--- src/rtl/transform_arbiter.sv ---
// Round-robin burst arbiter sharing one Transform unit among N_REQ triangle producers, with
// ID-tagged return routing. Optional burst-lock timeout is enabled by defining TF_ARB_TIMEOUT_EN.
module transform_arbiter #(
  parameter int N_REQ      = 4,
  parameter int META_WIDTH = 1,
  parameter int DATA_W     = 32,
  parameter int RSP_W      = 32,
`ifdef TF_ARB_TIMEOUT_EN
  parameter int TIMEOUT    = 64,
`endif
  localparam int ID_W      = (N_REQ > 1) ? $clog2(N_REQ) : 1,
  localparam int MD_W      = ID_W + META_WIDTH
) (
  input  logic                                   clk,
  input  logic                                   rstn,
  input  logic [N_REQ-1:0][DATA_W-1:0]           req_s_data,
  input  logic [N_REQ-1:0][META_WIDTH-1:0]       req_s_metadata,
  input  logic [N_REQ-1:0]                       req_s_last,
  input  logic [N_REQ-1:0]                       req_s_valid,
  output logic [N_REQ-1:0]                       req_s_ready,
  output logic [DATA_W-1:0]                      tf_m_data,
  output logic [MD_W-1:0]                        tf_m_metadata,
  output logic                                   tf_m_valid,
  input  logic                                   tf_m_ready,
  input  logic [RSP_W-1:0]                       tf_s_data,
  input  logic [MD_W-1:0]                        tf_s_metadata,
  input  logic                                   tf_s_valid,
  output logic                                   tf_s_ready,
  output logic [N_REQ-1:0][RSP_W-1:0]            rsp_m_data,
  output logic [N_REQ-1:0][META_WIDTH-1:0]       rsp_m_metadata,
  output logic [N_REQ-1:0]                       rsp_m_valid,
  input  logic [N_REQ-1:0]                       rsp_m_ready,
  output logic                                   busy
);

  typedef enum logic {S_ARB = 1'b0, S_LOCK = 1'b1} state_e;

  state_e            state_q, state_d;
  logic [ID_W-1:0]   rr_ptr_q, rr_ptr_d;
  logic [ID_W-1:0]   grant_id_q, grant_id_d;
  logic [ID_W-1:0]   pick, scan_idx, next_grant, rsp_id;
  logic              found, out_free, accept;
  logic              tf_m_valid_q, tf_m_valid_d;
  logic [DATA_W-1:0] tf_m_data_q, tf_m_data_d;
  logic [MD_W-1:0]   tf_m_meta_q, tf_m_meta_d;
`ifdef TF_ARB_TIMEOUT_EN
  localparam int CNT_W = $clog2(TIMEOUT + 1);
  logic [CNT_W-1:0]  idle_cnt_q, idle_cnt_d;
`endif

  // Round-robin scan: first valid requester at or after rr_ptr, wrapping.
  always_comb begin
    found    = 1'b0;
    pick     = '0;
    scan_idx = '0;
    for (int i = 0; i < N_REQ; i++) begin
      scan_idx = ID_W'((int'(rr_ptr_q) + i) % N_REQ);
      if (!found && req_s_valid[scan_idx]) begin
        found = 1'b1;
        pick  = scan_idx;
      end
    end
  end

  assign out_free   = !tf_m_valid_q || tf_m_ready;
  assign accept     = (state_q == S_LOCK) && req_s_valid[grant_id_q] && out_free;
  assign next_grant = (grant_id_q == ID_W'(N_REQ - 1)) ? '0 : grant_id_q + ID_W'(1);

  always_comb begin
    req_s_ready = '0;
    if (state_q == S_LOCK) req_s_ready[grant_id_q] = out_free;
  end

  always_comb begin
    state_d    = state_q;
    rr_ptr_d   = rr_ptr_q;
    grant_id_d = grant_id_q;
`ifdef TF_ARB_TIMEOUT_EN
    idle_cnt_d = idle_cnt_q;
`endif
    case (state_q)
      S_ARB: begin
`ifdef TF_ARB_TIMEOUT_EN
        idle_cnt_d = '0;
`endif
        if (found) begin
          grant_id_d = pick;
          state_d    = S_LOCK;
        end
      end
      default: begin
        if (accept && req_s_last[grant_id_q]) begin
          rr_ptr_d = next_grant;
          state_d  = S_ARB;
        end
`ifdef TF_ARB_TIMEOUT_EN
        if (accept) begin
          idle_cnt_d = '0;
        end else if (!req_s_valid[grant_id_q]) begin
          // A stalled owner gives up the lock; its remaining beats start a new burst.
          if (idle_cnt_q == CNT_W'(TIMEOUT - 1)) begin
            idle_cnt_d = '0;
            rr_ptr_d   = next_grant;
            state_d    = S_ARB;
          end else begin
            idle_cnt_d = idle_cnt_q + CNT_W'(1);
          end
        end
`endif
      end
    endcase
  end

  // Output register: reload on accept, otherwise drain on ready.
  always_comb begin
    tf_m_valid_d = tf_m_valid_q;
    tf_m_data_d  = tf_m_data_q;
    tf_m_meta_d  = tf_m_meta_q;
    if (accept) begin
      tf_m_valid_d = 1'b1;
      tf_m_data_d  = req_s_data[grant_id_q];
      tf_m_meta_d  = {grant_id_q, req_s_metadata[grant_id_q]};
    end else if (tf_m_ready) begin
      tf_m_valid_d = 1'b0;
    end
  end

  always_ff @(posedge clk or negedge rstn) begin
    if (!rstn) begin
      state_q      <= S_ARB;
      rr_ptr_q     <= '0;
      grant_id_q   <= '0;
      tf_m_valid_q <= 1'b0;
      tf_m_data_q  <= '0;
      tf_m_meta_q  <= '0;
`ifdef TF_ARB_TIMEOUT_EN
      idle_cnt_q   <= '0;
`endif
    end else begin
      state_q      <= state_d;
      rr_ptr_q     <= rr_ptr_d;
      grant_id_q   <= grant_id_d;
      tf_m_valid_q <= tf_m_valid_d;
      tf_m_data_q  <= tf_m_data_d;
      tf_m_meta_q  <= tf_m_meta_d;
`ifdef TF_ARB_TIMEOUT_EN
      idle_cnt_q   <= idle_cnt_d;
`endif
    end
  end

  assign tf_m_valid    = tf_m_valid_q;
  assign tf_m_data     = tf_m_data_q;
  assign tf_m_metadata = tf_m_meta_q;
  assign busy          = (state_q != S_ARB) || tf_m_valid_q;

  // Return path: route by the ID tag; unknown IDs are swallowed.
  assign rsp_id = tf_s_metadata[MD_W-1 -: ID_W];

  always_comb begin
    rsp_m_valid = '0;
    tf_s_ready  = 1'b1;
    for (int i = 0; i < N_REQ; i++) begin
      rsp_m_data[i]     = tf_s_data;
      rsp_m_metadata[i] = tf_s_metadata[META_WIDTH-1:0];
      if (rsp_id == ID_W'(i)) begin
        rsp_m_valid[i] = tf_s_valid;
        tf_s_ready     = rsp_m_ready[i];
      end
    end
  end

endmodule
--- config.mk ---
export PLATFORM = sky130hd
export DESIGN_NAME = transform_arbiter
export DESIGN_NICKNAME = d
export VERILOG_FILES = /design/src/rtl/transform_arbiter.sv
export SDC_FILE = /design/constraint.sdc
export NUM_CORES = 1
export LEC_CHECK = 0
export ABC_CLOCK_PERIOD_IN_PS = 2900
export CAP_MARGIN = 30
export CORE_AREA = 2 2 141 143
export CTS_BUF_LIST = sky130_fd_sc_hd__clkbuf_2
export CTS_CLUSTER_SIZE = 10
export DETAILED_ROUTE_END_ITERATION = 7
export DIE_AREA = 0 0 143 145
export PLACE_DENSITY_LB_ADDON = 0.1
export SLEW_MARGIN = 25
export SYNTH_ARGS = -nofsm -noshare
export SYNTH_HDL_FRONTEND = slang
export SYNTH_SLANG_ARGS = --single-unit
--- constraint.sdc ---
create_clock -name clk -period 2.9 [get_ports clk]
set_clock_uncertainty 0.1 [all_clocks]
set_input_delay 0.58 -clock clk [delete_from_list [all_inputs] [get_ports clk]]
set_output_delay 0.58 -clock clk [all_outputs]
set_load 0.005 [all_outputs]
==> impl_metrics.yaml <==
status:
  run_status: "complete, no violations"
sta:
  fmax_ghz: 0.358
  period_needed_ns: 2.79
  hold_viol_final: 0
  slew_headroom: 0.575
  fin_tns_setup_ns: 0
  worst_slew_pin_slew_ns: 0.637
  rsz0062_at_grt: "no"
  setup_viol_count_final: 0
  fin_crit_sh: 0.963
  drv_slew: 0
worst_hold_path:
  hold_class: "flop to flop"
floorplanning:
  dieArea_um2: 20700
  die_h_um: 145
  die_w_um: 143
  design.core.area_um2: 19200
  ios: 361
  start_util: 0.196
  rows: 51
setup_path:
  critPathMaxFanout: 5
  crit_path_end_kind: "output port"
  required_ns: 2.22
  path_common_cell: "clkdlybuf4s50_1"
  cp_slowest_cell: "clkdlybuf4s50_1"
  worst-setup-path-type: "input port to output port"
  worstSetupStartpointType: "input port"
  critPathArrivalTime_ns: 2.11
  max_stage_delay_ns: 0.55
  path_cells: "clkdlybuf4s50_1 -> mux4_2 -> clkdlybuf4s50_1"
clock_tree:
  clockBufferDepth: 2
  clkLatencyLatePin_ns: 0.43
  cts_root_buf: "clkbuf_2"
  tritoncts: "built"
  post-cts-setup-buffers: 0
  clock-sinks: 41
  numCtsBuffers: 5
  htree_levels: 2
  clkTransAtPathRegs_ns: 0.21
layout:
  num_antenna_cells: 0
  design_area_um2: 5050
  areaGrowthSynthToFinish_pct: 34.2
  drive_above_1_share: 0.255
  final_nets: 556
logic_synthesis:
  synth_top_area_cell: "dfrtp_1"
  synthMuxAreaShare: 0.364
  synth_seq_cells: 41
  netlist_area_um2: 3760
  synthAdderAreaFrac: 0.0133
  synth-simple-area-share: 0.0359
  synth_cell_type_count: 27
  ys_top_cells_by_area: "dfrtp_1 27%, buf_4 27%, mux4_2 21%, mux2_4 13%, mux2_2 2.7%"
  synth_compound_area_frac: 0.0160
  synth_top_area_share: 0.273
  syn_nets: 490
  seq_area_frac_synth: 0.273
  synth_xor_xnor_area_share: 0
  synth.avg_cell_area_um2: 12.4
  synth_top_family_by_area: "multiplexers"
  synth_cells: 303
  synth_warnings: 0
placed_design:
  place_area_um2: 5010
  dp_hpwl_um: 9460
  place_congestion: 0.737
  portBuffers: 195
power_and_ir_drop:
  p_leak_uw: 0.00199
  clkPwrFrac: 0.061
  irDropWorstVdd_v: 0.000186
  p_int_uw: 2700
  combinationalPowerShare: 0.666
  power_uw: 4070
  p_sw_uw: 1370
  power.density_nw_per_um2: 806
  swShare: 0.337
  power_frac_seq: 0.273
global_route:
  antenna_found_initial: 0
  grt_pass1_wl_um: 17400
  grtUsageTotal: 0.114
  overflow: 0
  grt_max_degree: 34
  grt_pass1_vias: 2792
drt:
  drt_first_iter_violations: 89
  vias_per_cell: 3.84
  drt_first_pass_iters: 4
  wl_um: 11900
  routed-via-count: 2429
  ant_nets: 0
  drc: 0
  wl_per_cell_um: 18.8
job:
  cap_violations: 0
## synth_stat cells
library cell / count
o22ai_1: 2
dfrtp_1: 41
buf_4: 133
buf_6: 1
mux2_4: 32
or2_2: 1
and3_1: 5
nor3b_1: 1
buf_2: 3
mux4_2: 35
and3b_1: 1
a222oi_1: 1
a21oi_1: 4
nand2_8: 1
buf_12: 3
nor4_1: 1
nand3_1: 2
nand2_1: 3
a21o_1: 1
ha_1: 4
inv_1: 6
nand2b_1: 1
o21ai_0: 2
nor2_1: 4
clkbuf_1: 4
mux2_2: 9
and2_1: 2
## per-layer routing
| metal | up-vias | part of all wire | GRT usage | wire, um |
|---|---|---|---|---|
| li1 | 1071 | - | - | - |
| met5 | - | 0 | 0 | 0 |
| met2 | 193 | 0.49 | 0.203 | 5860 |
| met1 | 1156 | 0.38 | 0.123 | 4540 |
| met4 | 0 | 0.011 | 0.0252 | 127 |
| met3 | 9 | 0.12 | 0.0498 | 1400 |
## cell type report
type / count / area (um^2)
Sequential cell: 41 / 1030
Clock inverter: 1 / 5.00
Inverter: 6 / 22.5
Tap cell: 265 / 332
Timing Repair Buffer: 203 / 2020
Multi-Input combinational cell: 112 / 1620
Fill cell: 2006 / 14200
Clock buffer: 5 / 25.0
## logic make-up (layout without fill, tap and decap cells)
kind of cell,after synthesis,count (layout)
AO/OA/AOI/OAI,10,10
buffers and inverters,150,215
multiplexers,76,76
AND/OR/NAND/NOR,22,22
flip-flops,41,41
adder cells (fa/ha/maj),4,4
## sequential cells by signal, indices dropped and copies added, names as in the netlist
register	cells
state_q	1
rr_ptr_q	2
tf_m_data	32
tf_m_metadata	3
grant_id_q	2
tf_m_valid	1
## through the flow
stage	hold WS [ns]	cells	utilization	setup WS [ns]
after CTS	0.447	633	0.263	0.0849
after global placement	0.392	626	0.261	0.120
after floorplan	0.184	303	-	0.909
after global routing	0.454	633	0.263	0.00333
final	0.437	633	0.263	0.106
after detailed placement	0.393	626	0.261	0.102
## critical path: cells and delay by family
kind     cells  cell delay [ns]
buf+inv      2             1.01
mux          1             0.52
## power by group through the flow
stage               combinational [uW]  clock [uW]  sequential, uW
finish                            2710         249            1110
floorplan                         1830           0            1060
global route                      2950         303            1160
CTS                               2810         286            1120
detailed placement                2790           0            1130
global placement                  2800           0            1120
## final timing paths
path / from / endpoint / slack, ns / depth (start not counted)
setup / recovery: tf_s_metadata[1] / tf_s_ready / 0.11 / 3
hold / removal: tf_m_data[2] / tf_m_data[2] / 0.44 / 1
setup reg to reg: grant_id_q[1] / rr_ptr_q[1] / 0.77 / 4
hold reg to reg: tf_m_data[2] / tf_m_data[2] / 0.44 / 1
max in group asynchronous: rstn / tf_m_data[30] / 1.43 / 3
min in group asynchronous: rstn / tf_m_data[4] / 0.56 / 2
## cell usage in the layout (no fill, tap or decap), types with 2 or more instances in the layout
cell               n
ha_1               4
nand2_1            3
inv_1              6
and2_1             2
mux2_4            32
o22ai_1            2
buf_4              6
clkbuf_2           5
clkdlybuf4s50_1  194
nand3_1            2
nor2_1             4
o21ai_0            2
mux4_2            35
mux2_2             9
and3_1             5
a21oi_1            4
dfrtp_1           39
## timing repair
action | in CTS | in global routing
hold buffers | 1 | 0
setup endpoints to repair | 0 | 1
hold endpoints to repair | 16 | 0
gates resized for setup | 0 | 1
(Power assumes the default switching activity.)
